## src/rtl/mbus_tx_seq_pkg.sv

```systemverilog
// Shared definitions for the MBus TX sequencer.
//
// Contents:
//   state_t             - sequencer FSM state encoding
//   ST_*                - completion STATUS codes reported with DONE
//   DEF_FIFO_DEPTH      - default data-word buffer depth
//   DEF_TIMEOUT_CYCLES  - default watchdog limit (used only when the
//                         MBUS_TX_SEQ_TIMEOUT_EN build option is defined)
package mbus_tx_seq_pkg;

  typedef enum logic [2:0] {
    S_IDLE    = 3'd0,
    S_LOAD    = 3'd1,
    S_REQ     = 3'd2,
    S_ACKLOW  = 3'd3,
    S_RESP    = 3'd4,
    S_RESPACK = 3'd5,
    S_DRAIN   = 3'd6,
    S_FIN     = 3'd7
  } state_t;

  localparam logic [1:0] ST_OK      = 2'b00;
  localparam logic [1:0] ST_BUSFAIL = 2'b01;
  localparam logic [1:0] ST_TIMEOUT = 2'b10;
  localparam logic [1:0] ST_LENERR  = 2'b11;

  localparam int DEF_FIFO_DEPTH     = 4;
  localparam int DEF_TIMEOUT_CYCLES = 65535;

endpackage

```

## src/rtl/mbus_tx_sequencer_if.sv

```systemverilog
// Bundle of the command, data-word, MBus TX and completion signals of the
// MBus TX sequencer.
//
// Signals:
//   CMD_VALID/CMD_READY, CMD_ADDR[31:0], CMD_LEN[7:0], CMD_PRIORITY - command
//   WR_VALID/WR_READY, WR_DATA[31:0]                               - data words
//   TX_ADDR, TX_DATA[31:0], TX_REQ, TX_PEND, TX_PRIORITY           - to MBus
//   TX_ACK, TX_SUCC, TX_FAIL (async), TX_RESP_ACK                  - MBus handshake
//   DONE, STATUS[1:0]                                              - completion
// Modports:
//   master - the sequencer
//   slave  - the command source / MBus side
interface mbus_tx_sequencer_if;

  logic        CMD_VALID;
  logic        CMD_READY;
  logic [31:0] CMD_ADDR;
  logic [7:0]  CMD_LEN;
  logic        CMD_PRIORITY;

  logic        WR_VALID;
  logic        WR_READY;
  logic [31:0] WR_DATA;

  logic [31:0] TX_ADDR;
  logic [31:0] TX_DATA;
  logic        TX_REQ;
  logic        TX_PEND;
  logic        TX_PRIORITY;
  logic        TX_ACK;
  logic        TX_SUCC;
  logic        TX_FAIL;
  logic        TX_RESP_ACK;

  logic        DONE;
  logic [1:0]  STATUS;

  modport master (
    input  CMD_VALID, CMD_ADDR, CMD_LEN, CMD_PRIORITY,
    input  WR_VALID, WR_DATA,
    input  TX_ACK, TX_SUCC, TX_FAIL,
    output CMD_READY, WR_READY,
    output TX_ADDR, TX_DATA, TX_REQ, TX_PEND, TX_PRIORITY, TX_RESP_ACK,
    output DONE, STATUS
  );

  modport slave (
    output CMD_VALID, CMD_ADDR, CMD_LEN, CMD_PRIORITY,
    output WR_VALID, WR_DATA,
    output TX_ACK, TX_SUCC, TX_FAIL,
    input  CMD_READY, WR_READY,
    input  TX_ADDR, TX_DATA, TX_REQ, TX_PEND, TX_PRIORITY, TX_RESP_ACK,
    input  DONE, STATUS
  );

endinterface

```

## src/rtl/mbus_tx_word_fifo.sv

```systemverilog
// Synchronous data-word FIFO for the MBus TX sequencer.
// Show-ahead read: o_rdata is the head word whenever o_empty is 0.
// Pointers carry one extra wrap bit; full/empty come from the MSB compare.
//
// Ports:
//   i_clk, i_rst_n        - clock, asynchronous active-low reset
//   i_push, i_wdata       - write a word (ignored when full or flushing)
//   i_pop                 - drop the head word (ignored when empty)
//   i_flush               - discard all contents
//   o_rdata               - head word
//   o_full, o_empty       - occupancy flags
module mbus_tx_word_fifo #(
  parameter int DEPTH  = 4,
  parameter int DATA_W = 32
) (
  input  logic              i_clk,
  input  logic              i_rst_n,
  input  logic              i_push,
  input  logic [DATA_W-1:0] i_wdata,
  input  logic              i_pop,
  input  logic              i_flush,
  output logic [DATA_W-1:0] o_rdata,
  output logic              o_full,
  output logic              o_empty
);

  localparam int AW = $clog2(DEPTH);

  logic [AW:0]       r_wr_ptr;
  logic [AW:0]       r_rd_ptr;
  logic [DATA_W-1:0] r_mem [DEPTH];
  logic              w_do_push;
  logic              w_do_pop;

  assign o_empty   = (r_wr_ptr == r_rd_ptr);
  assign o_full    = (r_wr_ptr[AW] != r_rd_ptr[AW]) &&
                     (r_wr_ptr[AW-1:0] == r_rd_ptr[AW-1:0]);
  assign w_do_push = i_push && !o_full && !i_flush;
  assign w_do_pop  = i_pop && !o_empty;
  assign o_rdata   = r_mem[r_rd_ptr[AW-1:0]];

  always_ff @(posedge i_clk or negedge i_rst_n) begin
    if (!i_rst_n) begin
      r_wr_ptr <= '0;
      r_rd_ptr <= '0;
    end else if (i_flush) begin
      r_wr_ptr <= '0;
      r_rd_ptr <= '0;
    end else begin
      if (w_do_push) r_wr_ptr <= r_wr_ptr + 1'b1;
      if (w_do_pop)  r_rd_ptr <= r_rd_ptr + 1'b1;
    end
  end

  // Storage carries no reset; only the pointers define validity.
  always_ff @(posedge i_clk) begin
    if (w_do_push) r_mem[r_wr_ptr[AW-1:0]] <= i_wdata;
  end

endmodule

```

## src/rtl/mbus_tx_sequencer.sv

```systemverilog
// MBus TX sequencer: feeds one message (address, word stream, priority) to
// the MBus general-layer TX port, runs the TX_REQ/TX_ACK four-phase handshake
// per word and the TX_SUCC/TX_FAIL/TX_RESP_ACK response handshake, and reports
// one STATUS per message with a DONE pulse.
//
// Ports:
//   CLK     - system clock
//   RESETn  - asynchronous active-low reset
//   bus     - mbus_tx_sequencer_if.master (command, data words, MBus TX,
//             completion)
// Parameters:
//   FIFO_DEPTH     - data-word buffer depth (power of two, 2..16)
//   TIMEOUT_CYCLES - watchdog limit in CLK cycles (max 2^20-1)
// Build option:
//   MBUS_TX_SEQ_TIMEOUT_EN - when defined, a watchdog aborts a message with
//   STATUS=10 after TIMEOUT_CYCLES cycles in one waiting state. Otherwise the
//   FSM waits indefinitely.
module mbus_tx_sequencer
  import mbus_tx_seq_pkg::*;
#(
  parameter int FIFO_DEPTH     = DEF_FIFO_DEPTH,
  parameter int TIMEOUT_CYCLES = DEF_TIMEOUT_CYCLES
) (
  input  logic                 CLK,
  input  logic                 RESETn,
  mbus_tx_sequencer_if.master  bus
);

  state_t      r_state;
  state_t      w_state_nxt;
  logic        r_cmd_ready;
  logic        r_tx_req;
  logic        r_resp_ack;
  logic        r_done;
  logic [1:0]  r_status;
  logic [1:0]  r_code;
  logic [1:0]  w_code_nxt;
  logic [31:0] r_addr;
  logic        r_prio;
  logic [31:0] r_tx_data;
  logic        r_tx_pend;
  logic [7:0]  r_rem;
  logic [7:0]  r_wr_left;

  logic [1:0]  r_ack_sync;
  logic [1:0]  r_succ_sync;
  logic [1:0]  r_fail_sync;
  logic        w_ack;
  logic        w_succ;
  logic        w_fail;

  logic        w_cmd_acc;
  logic        w_wr_ready;
  logic        w_wr_fire;
  logic        w_push;
  logic        w_pop;
  logic        w_flush;
  logic [31:0] w_fifo_rdata;
  logic        w_fifo_full;
  logic        w_fifo_empty;
  logic        w_wdog_hit;

  // ---- Input synchronizers: MBus response lines are asynchronous to CLK ----
  always_ff @(posedge CLK or negedge RESETn) begin
    if (!RESETn) begin
      r_ack_sync  <= '0;
      r_succ_sync <= '0;
      r_fail_sync <= '0;
    end else begin
      r_ack_sync  <= {r_ack_sync[0],  bus.TX_ACK};
      r_succ_sync <= {r_succ_sync[0], bus.TX_SUCC};
      r_fail_sync <= {r_fail_sync[0], bus.TX_FAIL};
    end
  end

  assign w_ack  = r_ack_sync[1];
  assign w_succ = r_succ_sync[1];
  assign w_fail = r_fail_sync[1];

  // r_cmd_ready is high exactly in IDLE, except the first cycle after reset.
  assign w_cmd_acc  = r_cmd_ready && bus.CMD_VALID;
  assign w_wr_ready = (r_state != S_IDLE) && (r_state != S_FIN) &&
                      (!w_fifo_full || (r_state == S_DRAIN));
  assign w_wr_fire  = bus.WR_VALID && w_wr_ready;
  // Words accepted while draining are counted but discarded.
  assign w_push     = w_wr_fire && (r_state != S_DRAIN);

  mbus_tx_word_fifo #(
    .DEPTH  (FIFO_DEPTH),
    .DATA_W (32)
  ) u_fifo (
    .i_clk   (CLK),
    .i_rst_n (RESETn),
    .i_push  (w_push),
    .i_wdata (bus.WR_DATA),
    .i_pop   (w_pop),
    .i_flush (w_flush),
    .o_rdata (w_fifo_rdata),
    .o_full  (w_fifo_full),
    .o_empty (w_fifo_empty)
  );

`ifdef MBUS_TX_SEQ_TIMEOUT_EN
  localparam logic [19:0] TO_LAST = 20'(TIMEOUT_CYCLES - 1);

  logic [19:0] r_wdog;
  logic        w_wdog_cnt;

  assign w_wdog_cnt = (r_state == S_LOAD) || (r_state == S_REQ) ||
                      (r_state == S_ACKLOW) || (r_state == S_RESP) ||
                      (r_state == S_RESPACK);
  // r_wdog is 0 in the first cycle of a state, so the hit lands exactly
  // TIMEOUT_CYCLES cycles after entry.
  assign w_wdog_hit = w_wdog_cnt && (r_wdog == TO_LAST);

  always_ff @(posedge CLK or negedge RESETn) begin
    if (!RESETn)                    r_wdog <= '0;
    else if (w_state_nxt != r_state) r_wdog <= '0;
    else if (w_wdog_cnt)             r_wdog <= r_wdog + 20'd1;
  end
`else
  logic [19:0] w_unused_to;
  assign w_unused_to = 20'(TIMEOUT_CYCLES);
  assign w_wdog_hit  = 1'b0;
`endif

  // ---- Next-state logic ----
  always_comb begin
    w_state_nxt = r_state;
    w_code_nxt  = r_code;
    w_pop       = 1'b0;
    w_flush     = 1'b0;
    case (r_state)
      S_IDLE: begin
        if (w_cmd_acc) begin
          if (bus.CMD_LEN == 8'd0) begin
            w_state_nxt = S_FIN;
            w_code_nxt  = ST_LENERR;
          end else begin
            w_state_nxt = S_LOAD;
            w_code_nxt  = ST_OK;
          end
        end
      end
      S_LOAD: begin
        if (w_fail) begin
          w_state_nxt = S_RESPACK;
          w_code_nxt  = ST_BUSFAIL;
        end else if (!w_fifo_empty) begin
          w_pop       = 1'b1;
          w_state_nxt = S_REQ;
        end
      end
      S_REQ: begin
        if (w_fail) begin
          w_state_nxt = S_RESPACK;
          w_code_nxt  = ST_BUSFAIL;
        end else if (w_ack) begin
          w_state_nxt = S_ACKLOW;
        end
      end
      S_ACKLOW: begin
        if (w_fail) begin
          w_state_nxt = S_RESPACK;
          w_code_nxt  = ST_BUSFAIL;
        end else if (!w_ack) begin
          w_state_nxt = (r_rem != 8'd0) ? S_LOAD : S_RESP;
        end
      end
      S_RESP: begin
        if (w_fail) begin
          w_state_nxt = S_RESPACK;
          w_code_nxt  = ST_BUSFAIL;
        end else if (w_succ) begin
          w_state_nxt = S_RESPACK;
          w_code_nxt  = ST_OK;
        end
      end
      S_RESPACK: begin
        if (!w_succ && !w_fail) begin
          if (r_code == ST_BUSFAIL) begin
            // Leftover words of the failed message must not leak into the
            // next one; the rest still arriving on WR is drained.
            w_flush     = 1'b1;
            w_state_nxt = S_DRAIN;
          end else begin
            w_state_nxt = S_FIN;
          end
        end
      end
      S_DRAIN: begin
        if (r_wr_left == 8'd0) w_state_nxt = S_FIN;
      end
      S_FIN: begin
        w_state_nxt = S_IDLE;
      end
      default: begin
        w_state_nxt = S_IDLE;
      end
    endcase
    if (w_wdog_hit) begin
      w_state_nxt = S_FIN;
      w_code_nxt  = ST_TIMEOUT;
      w_pop       = 1'b0;
      w_flush     = 1'b1;
    end
  end

  // ---- State and registered outputs ----
  always_ff @(posedge CLK or negedge RESETn) begin
    if (!RESETn) begin
      r_state     <= S_IDLE;
      r_cmd_ready <= 1'b0;
      r_tx_req    <= 1'b0;
      r_resp_ack  <= 1'b0;
      r_done      <= 1'b0;
      r_status    <= ST_OK;
      r_code      <= ST_OK;
      r_addr      <= '0;
      r_prio      <= 1'b0;
      r_tx_data   <= '0;
      r_tx_pend   <= 1'b0;
      r_rem       <= '0;
      r_wr_left   <= '0;
    end else begin
      r_state     <= w_state_nxt;
      r_cmd_ready <= (w_state_nxt == S_IDLE);
      r_tx_req    <= (w_state_nxt == S_REQ);
      r_resp_ack  <= (w_state_nxt == S_RESPACK);
      r_done      <= (w_state_nxt == S_FIN);
      r_code      <= w_code_nxt;
      if ((w_state_nxt == S_FIN) && (r_state != S_FIN)) r_status <= w_code_nxt;
      if (w_cmd_acc) begin
        r_addr <= bus.CMD_ADDR;
        r_prio <= bus.CMD_PRIORITY;
        r_rem  <= bus.CMD_LEN;
      end
      if (w_pop) begin
        r_tx_data <= w_fifo_rdata;
        r_tx_pend <= (r_rem > 8'd1);
        r_rem     <= r_rem - 8'd1;
      end
      // Words of this message not yet accepted on WR; drives the drain.
      if (w_cmd_acc)                           r_wr_left <= bus.CMD_LEN;
      else if (w_wr_fire && (r_wr_left != 8'd0)) r_wr_left <= r_wr_left - 8'd1;
    end
  end

  assign bus.CMD_READY   = r_cmd_ready;
  assign bus.WR_READY    = w_wr_ready;
  assign bus.TX_ADDR     = r_addr;
  assign bus.TX_DATA     = r_tx_data;
  assign bus.TX_REQ      = r_tx_req;
  assign bus.TX_PEND     = r_tx_pend;
  assign bus.TX_PRIORITY = r_prio;
  assign bus.TX_RESP_ACK = r_resp_ack;
  assign bus.DONE        = r_done;
  assign bus.STATUS      = r_status;

endmodule

```

## src/flat_wrapper.sv

```systemverilog
// flat-port wrapper written by rule: the top's interface ports become plain ports
module mbus_tx_sequencer_flat import mbus_tx_seq_pkg::*;
#(
  parameter int FIFO_DEPTH     = DEF_FIFO_DEPTH,
  parameter int TIMEOUT_CYCLES = DEF_TIMEOUT_CYCLES
)
  (CLK, RESETn, bus_CMD_VALID, bus_CMD_ADDR, bus_CMD_LEN, bus_CMD_PRIORITY, bus_WR_VALID, bus_WR_DATA, bus_TX_ACK, bus_TX_SUCC, bus_TX_FAIL, bus_CMD_READY, bus_WR_READY, bus_TX_ADDR, bus_TX_DATA, bus_TX_REQ, bus_TX_PEND, bus_TX_PRIORITY, bus_TX_RESP_ACK, bus_DONE, bus_STATUS);
  mbus_tx_sequencer_if bus_i ();
  input  logic CLK;
  input  logic RESETn;
  input wire logic [$bits(bus_i.CMD_VALID)-1:0] bus_CMD_VALID;
  input wire logic [$bits(bus_i.CMD_ADDR)-1:0] bus_CMD_ADDR;
  input wire logic [$bits(bus_i.CMD_LEN)-1:0] bus_CMD_LEN;
  input wire logic [$bits(bus_i.CMD_PRIORITY)-1:0] bus_CMD_PRIORITY;
  input wire logic [$bits(bus_i.WR_VALID)-1:0] bus_WR_VALID;
  input wire logic [$bits(bus_i.WR_DATA)-1:0] bus_WR_DATA;
  input wire logic [$bits(bus_i.TX_ACK)-1:0] bus_TX_ACK;
  input wire logic [$bits(bus_i.TX_SUCC)-1:0] bus_TX_SUCC;
  input wire logic [$bits(bus_i.TX_FAIL)-1:0] bus_TX_FAIL;
  output wire logic [$bits(bus_i.CMD_READY)-1:0] bus_CMD_READY;
  output wire logic [$bits(bus_i.WR_READY)-1:0] bus_WR_READY;
  output wire logic [$bits(bus_i.TX_ADDR)-1:0] bus_TX_ADDR;
  output wire logic [$bits(bus_i.TX_DATA)-1:0] bus_TX_DATA;
  output wire logic [$bits(bus_i.TX_REQ)-1:0] bus_TX_REQ;
  output wire logic [$bits(bus_i.TX_PEND)-1:0] bus_TX_PEND;
  output wire logic [$bits(bus_i.TX_PRIORITY)-1:0] bus_TX_PRIORITY;
  output wire logic [$bits(bus_i.TX_RESP_ACK)-1:0] bus_TX_RESP_ACK;
  output wire logic [$bits(bus_i.DONE)-1:0] bus_DONE;
  output wire logic [$bits(bus_i.STATUS)-1:0] bus_STATUS;
  assign bus_i.CMD_VALID = bus_CMD_VALID;
  assign bus_i.CMD_ADDR = bus_CMD_ADDR;
  assign bus_i.CMD_LEN = bus_CMD_LEN;
  assign bus_i.CMD_PRIORITY = bus_CMD_PRIORITY;
  assign bus_i.WR_VALID = bus_WR_VALID;
  assign bus_i.WR_DATA = bus_WR_DATA;
  assign bus_i.TX_ACK = bus_TX_ACK;
  assign bus_i.TX_SUCC = bus_TX_SUCC;
  assign bus_i.TX_FAIL = bus_TX_FAIL;
  assign bus_CMD_READY = bus_i.CMD_READY;
  assign bus_WR_READY = bus_i.WR_READY;
  assign bus_TX_ADDR = bus_i.TX_ADDR;
  assign bus_TX_DATA = bus_i.TX_DATA;
  assign bus_TX_REQ = bus_i.TX_REQ;
  assign bus_TX_PEND = bus_i.TX_PEND;
  assign bus_TX_PRIORITY = bus_i.TX_PRIORITY;
  assign bus_TX_RESP_ACK = bus_i.TX_RESP_ACK;
  assign bus_DONE = bus_i.DONE;
  assign bus_STATUS = bus_i.STATUS;
  mbus_tx_sequencer #(.FIFO_DEPTH(FIFO_DEPTH), .TIMEOUT_CYCLES(TIMEOUT_CYCLES)) u_core (.CLK(CLK), .RESETn(RESETn), .bus(bus_i));
endmodule
```

## config.mk

```make
export PLATFORM = sky130hd
export DESIGN_NAME = mbus_tx_sequencer_flat
export DESIGN_NICKNAME = d
export VERILOG_FILES = /design/src/rtl/mbus_tx_seq_pkg.sv /design/src/rtl/mbus_tx_sequencer_if.sv /design/src/rtl/mbus_tx_word_fifo.sv /design/src/rtl/mbus_tx_sequencer.sv /design/src/flat_wrapper.sv
export SDC_FILE = /design/constraint.sdc
export NUM_CORES = 1
export LEC_CHECK = 0
export ABC_AREA = 1
export CAP_MARGIN = 40
export CORE_MARGIN = 1.5
export CORE_UTILIZATION = 25
export DETAILED_ROUTE_END_ITERATION = 6
export HOLD_SLACK_MARGIN = 0.12
export MAX_ROUTING_LAYER = met4
export SLEW_MARGIN = 20
export SYNTH_ARGS = -nofsm -noshare
export SYNTH_HDL_FRONTEND = slang
export SYNTH_SLANG_ARGS = --single-unit
```

## constraint.sdc

```tcl
create_clock -name CLK -period 3.28 [get_ports CLK]
set_clock_uncertainty 0.1 [all_clocks]
set_input_delay 0.984 -clock CLK [delete_from_list [all_inputs] [get_ports CLK]]
set_output_delay 0.984 -clock CLK [all_outputs]
set_load 0.01 [all_outputs]
```

* After elaboration in Yosys (flattened, before gate mapping)
Memory sizes are Yosys's and may differ from the RTL's. A register that Yosys moved wholly into a read port is not among the register bits.
Cells that the tools add are included.
** Operators by class
- Multipliers :: 0
- Reductions and logical operators :: 31
- Equal/unequal tests :: 16
- Mux-type cells :: 37
- Shift-type cells :: 0
- $add $sub $neg :: 4
- Bitwise gates (word level) :: 0
- Order comparisons :: 1
- Div/mod/pow operators :: 0
** Operators with widths (number)
- $mux W3 :: 17
- $mux W8 :: 4
- $pmux W3 S8 :: 1
- $eq A3 B3 Y1 const B :: 6
- $logic_not A8 Y1 :: 2
- $reduce_bool A8 Y1 :: 2
- $sub A8 B1 Y8 const B :: 2
- $logic_and A1 B1 Y1 :: 12
- $mux W2 :: 5
- $eq A3 B2 Y1 const B :: 3
- $mux W1 :: 9
- $gt A8 B1 Y1 const B :: 1
- $reduce_bool A2 Y1 :: 4
- $add A3 B1 Y3 const B :: 2
- $logic_not A1 Y1 :: 6
- $logic_not A3 Y1 :: 2
- $ne A3 B3 Y1 const B :: 2
- $pmux W2 S3 :: 1
- $eq A3 B1 Y1 const B :: 1
- $eq A3 B3 Y1 :: 1
- $reduce_bool A3 Y1 :: 1
- $reduce_or A3 Y1 :: 1
- $eq A2 B1 Y1 const B :: 1
- $eq A2 B2 Y1 :: 1
- 2 further kinds :: 2
** Storage, ports and cells
- Bits in read-only memories :: 0
- Bits in registers :: 73
- Memories kept :: 1
- Memory bits (writable) :: 128
- Latch bits :: 0
- Bits of input ports :: 80
- Logic and storage cells :: 107
** Memories
- u_core.u_fifo.r_mem :: words 4, bits a word 32, rd ports 1, clocked after Yosys merged registers in 1, write ports 1, RTL line mbus_tx_word_fifo.sv:31 : logic [DATA_W-1:0] r_mem [DEPTH];

* Depth between registers and ports, before layout
- Depth in word-level cells :: 11
- Gate-level depth with buffers :: 13

* By module
A second synthesis with hierarchy kept.
** Unflattened totals
- Cells, all modules :: 891
- Area, all modules :: 9557.9 um^2
** By module, submodules not included
- mbus_tx_word_fifo :: times used 1, area an instance 5217.5 um^2, cells each 372
- mbus_tx_sequencer :: times used 1, area an instance 4340.4 um^2, cells each 519

* Worst setup path after synthesis
OpenSTA, ideal clock, no wires.
- Path kind :: input to register
- From :: input bus_WR_VALID
- To :: memory u_core.u_fifo.r_mem[0][0], enable pin
- Arrival :: 2.755 ns
- Stages on the path :: 3
- Slack :: 0.004 ns
- Setup time :: 0.421 ns
- Path buffers :: 0
- Path through :: nand4_1 or2_1 nor2_1
** On the way
- Longest elaborated chain between the ends :: 6
** RTL lines
- start: declaration :: RTL line flat_wrapper.sv:15 : input wire logic [$bits(bus_i.WR_VALID)-1:0] bus_WR_VALID;
- $logic_and A1 B1 Y1 :: RTL line mbus_tx_sequencer.sv:84 : assign w_wr_fire = bus.WR_VALID && w_wr_ready;
- $logic_and A1 B1 Y1 :: RTL line mbus_tx_sequencer.sv:86 : assign w_push = w_wr_fire && (r_state != S_DRAIN);
- $logic_and A1 B1 Y1 (2 in a row) :: RTL line mbus_tx_word_fifo.sv:38 : assign w_do_push = i_push && !o_full && !i_flush;
- $mux W1 :: RTL line mbus_tx_word_fifo.sv:57 : if (w_do_push) r_mem[r_wr_ptr[AW-1:0]] <= i_wdata;
- $mux W1 (not written as such) :: RTL line mbus_tx_word_fifo.sv:57
- end: declaration :: RTL line mbus_tx_word_fifo.sv:31
Every way passes these cells.

* Worst setup path after layout
- From :: register u_core.u_fifo.r_wr_ptr[0]
- To :: output bus_WR_READY
** On the way
- Longest elaborated chain between the ends :: 5
** RTL lines
- start: declaration :: RTL line mbus_tx_word_fifo.sv:29 : logic [AW:0] r_wr_ptr;
- start signal: assignment :: RTL line mbus_tx_word_fifo.sv:50 : if (w_do_push) r_wr_ptr <= r_wr_ptr + 1'b1;
- $eq A2 B2 Y1 :: RTL line mbus_tx_word_fifo.sv:37 : (r_wr_ptr[AW-1:0] == r_rd_ptr[AW-1:0]);
- $logic_and A1 B1 Y1 :: RTL line mbus_tx_word_fifo.sv:36 : assign o_full = (r_wr_ptr[AW] != r_rd_ptr[AW]) &&
- $logic_not A1 Y1 :: RTL line mbus_tx_sequencer.sv:83 : (!w_fifo_full || (r_state == S_DRAIN));
- $logic_or A1 B1 Y1 :: RTL line mbus_tx_sequencer.sv:83
- $logic_and A1 B1 Y1 :: RTL line mbus_tx_sequencer.sv:82 : assign w_wr_ready = (r_state != S_IDLE) && (r_state != S_FIN) &&
- end: declaration :: RTL line flat_wrapper.sv:21 : output wire logic [$bits(bus_i.WR_READY)-1:0] bus_WR_READY;
Every way passes these cells.

==> impl_results.md <==
* Clk root buf: clkbuf_16
* Kind of end point of the critical path: output pin
* Die Span X at 198.5 µm
* Max Cap Viol at 0
* Comb pwr share at 0.377
* Netlist cell types at 36
* Switching Power at 4.197 mW
* Most Used Layer, Global Route: met2
* Fin crit share at 0.8457
* RSZ-0062 raised after global routing: false
* DR vias at 6692
* Avg Inst Size Synth at 10.55 µm²
* Hold path endpoint: u_core.r_succ_sync[1]
* TritonCTS buffer count at 24
* Power Density at 934.7 nW/µm²
* Core outline area at 37670 µm²
* Via/cell ratio at 4.201
* Beginning of the worst register-to-register path: u_core.u_fifo.r_rd_ptr[0]
* Worst-Margin Slew at 0.7493 ns
* Vias in the first global route at 6540
* HPWL Detailed at 14880 µm
* Die footprint at 39420 µm²
* Final setup viols at 0
* VDD IR max at 500.1 µV
* Pre-antenna DRT Iters at 5
* Area after DPL at 11720 µm²
* Pleak at 5.027 nW
* Hold_sp: u_core.r_succ_sync[0]
* Synth Area in Adders at 0.01047
* Initial Util at 0.2538
* Clk_lat worst skew at 0.53 ns
* Met3 Use GR at 0.02475
* Met1 GRT Util at 0.1551
* Main combinational cell family by area after synthesis: simple AND/OR/NAND/NOR gates
* Final Hold Vio Count at 0
* Total gr overflow at 0
* Simple-gate share of the synthesized area at 0.1789
* CTS tree: done
* Drt wl/cell at 14.27 µm
* Slew Limit Headroom at 0.4997
* Post-Synth XOR/XNOR Area at 0.007199
* Switch share at 0.3551
* Port Buf Inserts at 152
* Synth Warn # at 0
* Status: completed
* DRC at 0
* Share of cells above drive strength 1 at 0.09242
* Initial antenna violation count at 0
* Synth Net Count at 994
* Post-Syn Instances at 906
* Final #Nets at 1152
* Die Ht at 198.5 µm
* Post-Syn Area at 9559 µm²
* Area Overhead vs Synth at 32.28%
* CTS max path bufs at 3
* Final setup TNS at 0 ns
* R2r setup slk at 0.87 ns
* Hold depth at 0
* EDFF count, synth at 128
* Slew Viols, Final at 0
* Seq pwr share at 0.378
* Worst Setup SP: u_core.u_fifo.r_wr_ptr[0]
* Worst min path class: flop to flop
* Fmax at 360.5 MHz
* Wire length of the first global-routing pass at 35740 µm
* Crit path time final at 2.774 ns
* Compound-Gate Fraction of Synth Area at 0.08089
* Largest net degree at the start of global routing at 81
* GR Util All Layers at 0.1176
* Reg-to-Reg End: u_core.bus.TX_DATA[13]
* First DRT Iteration DRCs at 464
* Final ANT Viol Nets at 0
* Int Power at 7.621 mW
* # H-tree levels at 1
* Final non-filler cell area at 12640 µm²
* Clk sinks at 233
* Critical path class: flop to output pin
* Clock share of power at 0.246
* Flops & latches, synth at 233
* Post-synthesis mux area share at 0
* Crit path DAT at 1.69 ns
* GPL Wtd Cong at 0.8383
* Detailed Route WL at 22730 µm
* IO Pins at 153
* Worst-path clk slew at 0.06 ns
* Crit path required time at 2.20 ns
* Met2 Track Usage GR at 0.1879
* Sequential element share of the synthesized area at 0.6770
* Critical path launch point type: flop
* Crit Path Max Fanout at 4
* # diodes at 0
* FF-to-FF path depth at 5
* Synth async-reset ratio at 0.4506
* Ys flop type: edfxtp_1
* Row Count at 71
cell families after synthesis:
| kind of cell | count (synthesis) |
|---|---|
| AND/OR/NAND/NOR | 423 |
| flip-flops | 233 |
| AO/OA/AOI/OAI | 139 |
| buffers and inverters | 96 |
| adder cells (fa/ha/maj) | 8 |
| XOR/XNOR | 7 |
power groups by stage:
stage	Combinational [mW]	Sequential, mW	Clock (mW)
2_1_floorplan	2.50	4.62	0
3_3_place_gp	4.39	4.52	0
3_5_place_dp	4.42	4.55	0
4_1_cts	4.45	4.50	2.99
5_1_grt	5.04	4.56	3.10
6_report	4.45	4.46	2.90
through the flow:
step / hold WS [ns] / setup slack (ns) / power (mW) / utilization / cells
4_1_cts: 0.2480 / 0.008139 / 11.94 / 0.3341 / 1589
5_1_grt: 0.2558 / 0.3532 / 12.70 / 0.3357 / 1593
3_3_place_gp: 0.2363 / 0.3174 / 8.910 / 0.3111 / 1545
3_5_place_dp: 0.2395 / 0.3164 / 8.962 / 0.3111 / 1545
6_report: 0.2429 / 0.5061 / 11.82 / 0.3357 / 1593
2_1_floorplan: 0.2312 / 0.003813 / 7.126 / - / 906
layer usage:
metal | vias to the layer above | wire (µm)
li1 | 3341 | -
met1 | 3098 | 10460
met2 | 224 | 10180
met3 | 29 | 1725
met4 | 0 | 371
met5 | - | 0
cells in the mapped netlist, types with 2 or more instances:
library cell	n	area (µm²)
nand3_1	20	100.1
nor3_1	4	20.02
buf_2	17	85.08
a31oi_1	34	212.7
o21ai_0	84	420.4
xor2_1	5	43.79
o21ai_1	7	35.03
o221ai_1	5	43.79
clkbuf_1	11	41.29
nand2_4	3	33.78
nor2_2	3	18.77
nand3_2	2	20.02
dfrtp_1	105	2628
nand4_1	5	31.28
buf_6	5	56.30
nand2_1	180	675.7
edfxtp_1	128	3844
o21ai_2	2	17.52
inv_4	2	12.51
inv_1	47	176.4
nor2_1	199	747.0
a21oi_1	4	20.02
ha_1	8	100.1
buf_1	7	26.28
nand2_2	4	25.02
inv_2	5	18.77
worst max-delay path, cell delays in order (launching register included):
cell	delay [ns]
dfrtp_1	0.45
xnor2_2	0.27
nand4_1	0.12
nand2_1	0.09
inv_2	0.05
dlymetal6s2s_1	0.18
repair_timing:
item	in CTS	in global routing
hold buffers	0	0
buffers inserted	0	3
setup endpoints to repair	1	1
hold endpoints to repair	0	0
resized for setup	1	5
sequential cells by signal, summed over array words and instances, names as in the netlist:
register	count
u_core.bus.TX_REQ	1
u_core.u_fifo.r_wr_ptr	3
u_core.r_succ_sync	2
u_core.bus.TX_ADDR	32
u_core.r_wr_left	8
u_core.bus.DONE	1
u_core.bus.STATUS	2
u_core.r_ack_sync	2
u_core.bus.TX_RESP_ACK	1
u_core.r_code	2
u_core.r_fail_sync	2
u_core.u_fifo.r_rd_ptr	3
u_core.bus.CMD_READY	1
u_core.bus.TX_DATA	32
u_core.r_rem	8
u_core.u_fifo.r_mem	128
u_core.r_state	3
u_core.bus.TX_PRIORITY	1
u_core.bus.TX_PEND	1
cell usage in the layout (no fill, tap or decap), types with 6 or more instances in the layout:
cell | synthesis | routed
a31oi_1 | 34 | 34
buf_4 | 0 | 16
clkbuf_16 | 0 | 24
clkdlybuf4s50_1 | 0 | 150
dfrtp_1 | 105 | 100
edfxtp_1 | 128 | 128
ha_1 | 8 | 8
inv_1 | 47 | 47
inv_2 | 5 | 6
nand2_1 | 180 | 180
nand3_1 | 20 | 20
nor2_1 | 199 | 194
o21ai_0 | 84 | 84
o21ai_1 | 7 | 7
final cells by class:
cell class                 instances  area (µm²)
clock buffer                      31       676.9
multi-input combinational        577        2685
timing repair buffer             173        1762
fill                            3837       25020
tap                              511       639.4
inverter                          55       211.5
clock inverter                    13       190.2
sequential                       233        6480
worst max path at each step:
| stage | to | slack, ns | cells past startpoint |
|---|---|---|---|
| floorplan | u_core.u_fifo.r_mem[0][0] | 0.004 | 3 |
| global placement | u_core.u_fifo.r_mem[3][3] | 0.32 | 5 |
| detailed placement | u_core.u_fifo.r_mem[3][3] | 0.32 | 5 |
| CTS | bus_WR_READY | 0.008 | 7 |
| global route | bus_WR_READY | 0.35 | 7 |
| finish | bus_WR_READY | 0.51 | 5 |
Note: power is estimated with default switching activity, not from simulation.
